File: config.mk
export PLATFORM = sky130hd
export DESIGN_NAME = serial_pattern_tx
export DESIGN_NICKNAME = d
export VERILOG_FILES = /design/src/rtl/serial_pattern_tx.sv
export SDC_FILE = /design/constraint.sdc
export NUM_CORES = 1
export LEC_CHECK = 0
export ABC_AREA = 1
export BUFFER_PORTS_ARGS = -buffer_cell sky130_fd_sc_hd__clkbuf_2
export CAP_MARGIN = 20
export CORE_MARGIN = 2
export CORE_UTILIZATION = 58
export DETAILED_ROUTE_END_ITERATION = 6
export GPL_ROUTABILITY_DRIVEN = 1
export PLACE_DENSITY = 0.91
export SETUP_SLACK_MARGIN = 0.2
export SYNTH_ARGS = -nofsm -noshare
export SYNTH_HDL_FRONTEND = slang
export SYNTH_SLANG_ARGS = --single-unit
File: constraint.sdc
create_clock -name clk -period 3.8 [get_ports clk]
set_input_delay 0.57 -clock clk [delete_from_list [all_inputs] [get_ports clk]]
set_output_delay 0.57 -clock clk [all_outputs]
set_load 0.02 [all_outputs]
File: src/rtl/serial_pattern_tx.sv
`default_nettype none
// ============================================================================
//  Module      : serial_pattern_tx
//  Description : Serial bit-stream transmitter. Captures a parallel word and a
//                bit length, then shifts the word out MSB-first (bit len-1
//                first), one bit per clock. Optional loop mode repeats the
//                word back-to-back until stop is seen.
//  Revision    : 1.0 - initial release
// ----------------------------------------------------------------------------
//  Ports
//    clk        in   system clock, rising edge
//    reset      in   synchronous active-high reset
//    start      in   transmit request, accepted only while ready=1
//    data       in   [WIDTH-1:0] pattern, data[len-1] sent first
//    len        in   [LEN_W-1:0] bits to send (0 ignored, >WIDTH clamped)
//    loop       in   captured with start; 1 = repeat word continuously
//    stop       in   ends loop mode after the current word completes
//    ready      out  high in IDLE
//    out        out  serial data bit
//    out_valid  out  high while out carries a pattern bit
//    bit_cnt    out  [LEN_W-1:0] index of the bit currently on out
//    done       out  one-cycle pulse after the final word ends
// ============================================================================
module serial_pattern_tx #(
  parameter int WIDTH = 16,
  parameter int LEN_W = 5
) (
  input  logic             clk,
  input  logic             reset,
  input  logic             start,
  input  logic [WIDTH-1:0] data,
  input  logic [LEN_W-1:0] len,
  input  logic             loop,
  input  logic             stop,
  output logic             ready,
  output logic             out,
  output logic             out_valid,
  output logic [LEN_W-1:0] bit_cnt,
  output logic             done
);

  localparam int             IDX_W       = (WIDTH > 1) ? $clog2(WIDTH) : 1;
  localparam logic [LEN_W-1:0] C_WIDTH_LEN = LEN_W'(WIDTH);
  localparam logic [LEN_W-1:0] C_ONE       = LEN_W'(1);

  typedef enum logic [1:0] {
    S_IDLE = 2'd0,
    S_SEND = 2'd1,
    S_DONE = 2'd2
  } state_t;

  state_t           state_q, state_d;
  logic [WIDTH-1:0] word_q,  word_d;
  logic [LEN_W-1:0] len_q,   len_d;
  logic [LEN_W-1:0] cnt_q,   cnt_d;
  logic             loop_q,  loop_d;
  logic             stop_q,  stop_d;

  logic [LEN_W-1:0] len_clamped;

  // Oversized lengths send the full word rather than being rejected.
  assign len_clamped = (len > C_WIDTH_LEN) ? C_WIDTH_LEN : len;

  always_comb begin
    state_d = state_q;
    word_d  = word_q;
    len_d   = len_q;
    cnt_d   = cnt_q;
    loop_d  = loop_q;
    stop_d  = stop_q;

    unique case (state_q)
      S_IDLE: begin
        stop_d = 1'b0;
        cnt_d  = '0;
        if (start && (len != '0)) begin
          word_d  = data;
          len_d   = len_clamped;
          loop_d  = loop;
          cnt_d   = len_clamped - C_ONE;
          state_d = S_SEND;
        end
      end

      S_SEND: begin
        if (stop) begin
          stop_d = 1'b1;
        end
        if (cnt_q == '0) begin
          // A stop arriving on the last bit of a word counts as latched, so
          // the loop ends here instead of emitting one more full word.
          if (loop_q && !(stop_q || stop)) begin
            cnt_d = len_q - C_ONE;
          end else begin
            cnt_d   = '0;
            state_d = S_DONE;
          end
        end else begin
          cnt_d = cnt_q - C_ONE;
        end
      end

      S_DONE: begin
        stop_d  = 1'b0;
        cnt_d   = '0;
        state_d = S_IDLE;
      end

      default: begin
        state_d = S_IDLE;
      end
    endcase
  end

  always_ff @(posedge clk) begin
    if (reset) begin
      state_q <= S_IDLE;
      word_q  <= '0;
      len_q   <= '0;
      cnt_q   <= '0;
      loop_q  <= 1'b0;
      stop_q  <= 1'b0;
    end else begin
      state_q <= state_d;
      word_q  <= word_d;
      len_q   <= len_d;
      cnt_q   <= cnt_d;
      loop_q  <= loop_d;
      stop_q  <= stop_d;
    end
  end

  // Outputs depend only on registered state, never directly on inputs.
  assign ready     = (state_q == S_IDLE);
  assign out_valid = (state_q == S_SEND);
  assign done      = (state_q == S_DONE);
  assign bit_cnt   = cnt_q;
  // cnt_q is always < WIDTH in SEND, so the low IDX_W bits form a safe index.
  assign out       = out_valid & word_q[cnt_q[IDX_W-1:0]];

endmodule
`default_nettype wire

# Word-level counts from Yosys, hierarchy flattened
# Index checks and enable logic that the tools add are counted.
word_totals:
  reg_bits: 30
  input_bits: 26
  out_inout_bits: 9
  word_cells: 44
op_classes:
  n_addsub: 3
  n_lt_le_gt_ge: 2
  n_eq_ne: 6
  muxes: 13
  bitwise_logic: 1
  reduce_logical: 13
ops:
  columns: ["op", "count"]
  rows:
  - ["5-bit two-way mux", 4]
  - ["5-bit one-hot mux with 3 select lines", 1]
  - ["5-bit by 1-bit subtractor with 5-bit output (second input constant)", 3]
  - ["2-bit two-way mux", 3]
  - ["5-bit > comparator (second input constant)", 1]
  - ["5-bit logical NOT", 1]
  - ["4-bit by 5-bit < comparator with 1-bit output (second input constant)", 1]
  - ["5-bit nonzero test", 1]
  - ["1-bit binary-select mux with 4-bit select", 1]
  - ["2-bit by 1-bit != test with 1-bit output (second input constant)", 2]
  - ["2-bit != test (second input constant)", 2]
  - ["2-bit one-hot mux with 2 select lines", 1]
  - ["2-bit AND reduction", 2]
  - ["3-bit AND reduction", 1]
  - ["3-bit nonzero test", 1]
  - ["2-bit by 1-bit equality test with 1-bit output (second input constant)", 1]
  - ["2-bit equality test (second input constant)", 1]
  - ["1-bit logical AND", 2]
  - ["2-bit logical NOT", 1]
  - ["1-bit two-way mux", 2]
  - ["1-bit one-hot mux with 2 select lines", 1]
  - ["2-bit nonzero test", 1]
  - ["2-bit OR reduction", 1]
  - ["1-bit AND", 1]
  - ["other kinds (2)", 2]

# Longest topological paths before layout
depth:
  ltp_word: 6
  depth_mapped: 11
  ltp_nobuf: 11

# Least setup slack after synthesis
# OpenSTA, ideal clock, no wires.
synth_timing:
  path_kind: "register to output"
  startpoint: "register cnt_q[0] (netlist: bit_cnt[0])"
  endpoint: "output port out"
  t_arrival_ps: 1435
  required_time_ps: 3230
  setup_slack_ps: 1795
  stages_incl_launch_ff: 6
  n_path_buf: 1
  cell_sequence: "dfxtp_1 buf_2 nand3_1 nand4_1 nand3_1 a21boi_0"
synth_between:
  elab_chain_len: 3
synth_lines:
  columns: ["item", "line_no", "text"]
  rows:
  - ["start, declared", "55", "logic [LEN_W-1:0] cnt_q, cnt_d;"]
  - ["start signal, assigned", "127", "cnt_q <= cnt_d;"]
  - ["1-bit binary-select mux with 4-bit select", "139", "assign out = out_valid & word_q[cnt_q[IDX_W-1:0]];"]
  - ["1-bit two-way mux (implied by the code)", "139", null]
  - ["1-bit AND", "139", null]
  - ["end, declared", "36", "output logic out,"]
# Every way passes these cells. The select of a mux whose other input is x is not followed.

# Worst setup path in the final report
# Ends and elaborated chain as after synthesis.

==> results.py <==
metrics = {
    "routing": {
        "ant_nets": 0,
        "routed_wl_um": 3790,
        "drt-pass1-iter-count": 4,
        "wl_per_cell_um": 11.8,
        "vias_per_cell": 5.34,
        "drt_iter0_drc": 64,
        "drcViolationCount": 0,
        "via_count": 1719,
    },
    "timing": {
        "drv_slew": 0,
        "setup_viol": 0,
        "rsz0062_at_grt": "no",
        "slew_headroom_pct": 69.0,
        "setup_slack_ns": 1.33,
        "finalCritPeriodShare_pct": 65.1,
        "setup_tns_ns": 0,
        "fin_crit_ns": 2.47,
        "hold_ws_ns": 0.454,
        "fmax_mhz": 405,
        "report.final.hold_viol_count": 0,
        "tightest_slew_ns": 0.464,
        "skew_ns": 0.0125,
    },
    "place": {
        "gp_congestion": 0.848,
        "dpl_worst_slack_ns": 1.72,
        "port_buffers": 34,
        "place_area_mm2": 0.00186,
        "hpwl_um": 2780,
    },
    "layout": {
        "regArea_um2": 601,
        "syn_to_final_growth_pct": 12.1,
        "fillers": 271,
        "drive_gt1_share_pct": 16.8,
        "n_antenna_cell": 0,
        "finalInstanceArea_mm2": 0.00192,
        "multiInputGateArea_um2": 921,
        "nets": 323,
    },
    "grt": {
        "overflow": 0,
        "grt_pass1_wl_um": 6500,
        "grtUsageTotal_pct": 25.1,
        "antenna_found_initial": 0,
        "grt_max_degree": 36,
        "grt_pass1_vias": 1500,
    },
    "die": {
        "die_h_um": 58.3,
        "initial_utilization_pct": 61.4,
        "pin_count": 35,
        "core_region_area_mm2": 0.00278,
        "rows": 19,
        "die_area_mm2": 0.00340,
        "die_w_um": 58.3,
    },
    "clock_tree": {
        "cts_tree": "built",
        "path_clk_slew_ns": 0.10,
        "ctsResizeCount": 0,
        "cts_setup_buffers": 0,
        "clkSinkCount": 30,
        "cts_max_level": 2,
        "numCtsBuffers": 5,
        "holdBufCountCts": 0,
        "root_buffer": "clkbuf_4",
        "clkLatencyLatePin_ns": 0.33,
        "clockBufferDepth": 2,
    },
    "flow_run": {
        "cap_violations": 0,
    },
    "setup_path": {
        "cp-startpoint": "bit_cnt[0]",
        "start_kind": "register",
        "critPathKind": "reg2out",
        "rrSetupSlack_ns": 2.02,
        "critPathMaxFanout": 14,
        "crit_end": "out",
        "cp.arrival_ns": 1.90,
        "rr_worst_depth": 10,
        "required_ns": 3.23,
        "worstReg2RegEnd": "bit_cnt[1]",
        "endpoint_kind": "output pin",
        "r2r-start": "bit_cnt[0]",
    },
    "power": {
        "p_sw_uw": 281,
        "switching_share_pct": 35.2,
        "clock_power_share_pct": 25.0,
        "p_int_uw": 516,
        "peakVddDrop_mv": 0.310,
        "power_leakage_nw": 0.910,
        "p_comb_share_pct": 28.7,
        "sequentialPowerShare_pct": 46.2,
        "power.density_mw_per_mm2": 416,
        "power.total_uw": 798,
    },
    "yosys": {
        "synthFlopType": "dfxtp_1",
        "synth_seq_area_share_pct": 35.1,
        "synth_edf_count": 0,
        "synth-seq-cells": 30,
        "syn-num-nets": 290,
        "avgSynthCellArea_um2": 6.65,
        "netlist_area_mm2": 0.00171,
        "yosys_warnings": 0,
        "synthesis.instances": 257,
        "synthDistinctLibCells": 24,
        "ys_async_sr_fraction_pct": 0,
    },
    "hold_path": {
        "hold_class": "in2reg",
    },
    "run_status": {
        "status": "complete, no violations",
    },
}
## worst min path at each step
stage	startpoint	end	slack, ns	cells past startpoint
CTS	data[1]	word_q[1]	0.45	3
floorplan	word_q[4]	word_q[4]	0.43	2
global placement	word_q[11]	word_q[11]	0.45	2
detailed placement	word_q[7]	word_q[7]	0.44	2
global route	data[10]	word_q[10]	0.45	3
finish	data[1]	word_q[1]	0.45	3
## metal layers
layer	global-route usage [%]	vias to the layer above	share of wire [%]
met4	9.63	0	1.4
met1	32.8	766	46
met2	39.0	48	46
met5	0	-	0
li1	-	899	-
met3	7.14	6	6.6
## cells by family (layout without fill, tap and decap cells)
| logic type | after synthesis | after routing | share of synthesized area [%] |
|---|---|---|---|
| simple gates | 124 | 124 | 31.8 |
| compound gates | 53 | 53 | 16.0 |
| buf+inv | 41 | 75 | 11.0 |
| flops | 30 | 30 | 35.1 |
| fa+ha+maj | 7 | 7 | 5.12 |
| xor+xnor | 2 | 2 | 1.03 |
## metrics by stage
stage / std cells / utilization, %
floorplan: 257 / -
global placement: 314 / 66.7
detailed placement: 314 / 66.7
CTS: 322 / 68.9
global route: 322 / 68.9
finish: 322 / 68.9
## layout by cell type (no fill, tap or decap)
| master | instances |
|---|---|
| nand2_1 | 68 |
| clkbuf_1 | 1 |
| nand4_1 | 3 |
| nand3_1 | 25 |
| ha_1 | 7 |
| a21boi_0 | 2 |
| clkinv_2 | 2 |
| clkbuf_8 | 1 |
| inv_1 | 29 |
| nor3b_1 | 1 |
| nor2_1 | 22 |
| nor2_4 | 1 |
| inv_2 | 3 |
| o211ai_1 | 1 |
| clkbuf_2 | 34 |
| o21ai_1 | 3 |
| dfxtp_1 | 30 |
| nand3_2 | 2 |
| a21oi_1 | 28 |
| nor3_1 | 1 |
| xnor2_1 | 1 |
| nand3_4 | 1 |
| xor2_1 | 1 |
| o21ai_0 | 19 |
| clkbuf_4 | 5 |
## critical path: stages (launching register included)
cell	delay (ns)
dfxtp_1	0.62
inv_1	0.21
nand2_1	0.12
nand3_1	0.07
nand3_1	0.10
nand3_1	0.08
a21boi_0	0.18
clkbuf_2	0.19
## synth_stat cells (2+ instances only)
| cell | number | area share [%] |
|---|---|---|
| dfxtp_1 | 30 | 35 |
| o21ai_1 | 3 | 0.88 |
| buf_2 | 2 | 0.59 |
| nand2_1 | 68 | 15 |
| a21oi_1 | 28 | 8.2 |
| inv_2 | 3 | 0.66 |
| nand4_1 | 3 | 1.1 |
| o21ai_0 | 19 | 5.6 |
| nand3_1 | 25 | 7.3 |
| nor2_1 | 22 | 4.8 |
| buf_6 | 4 | 2.6 |
| nand3_2 | 2 | 1.2 |
| inv_1 | 29 | 6.4 |
| clkbuf_1 | 2 | 0.44 |
| a21boi_0 | 2 | 0.88 |
| ha_1 | 7 | 5.1 |
## flip-flops by register name, indices dropped and copies added, names as in the netlist
register	flops
len_q	5
loop_q	1
state_q	2
word_q	16
bit_cnt	5
stop_q	1
## power by group through the flow
| stage | combinational, mW | clock (mW) | sequential [mW] |
|---|---|---|---|
| after global routing | 0.264 | 0.220 | 0.372 |
| after global placement | 0.221 | 0 | 0.374 |
| final | 0.229 | 0.200 | 0.369 |
| after floorplan | 0.180 | 0 | 0.372 |
| after CTS | 0.229 | 0.203 | 0.368 |
| after detailed placement | 0.227 | 0 | 0.375 |
## cell type report
type                       count  area share (%)
tap                           31            2.02
timing repair buffer          34            8.88
clock buffer                   7            2.87
clock inverter                 1           0.261
multi-input combinational    186            48.1
inverter                      33            6.53
sequential                    30            31.4
No activity file was read; power rests on OpenSTA's default activity.
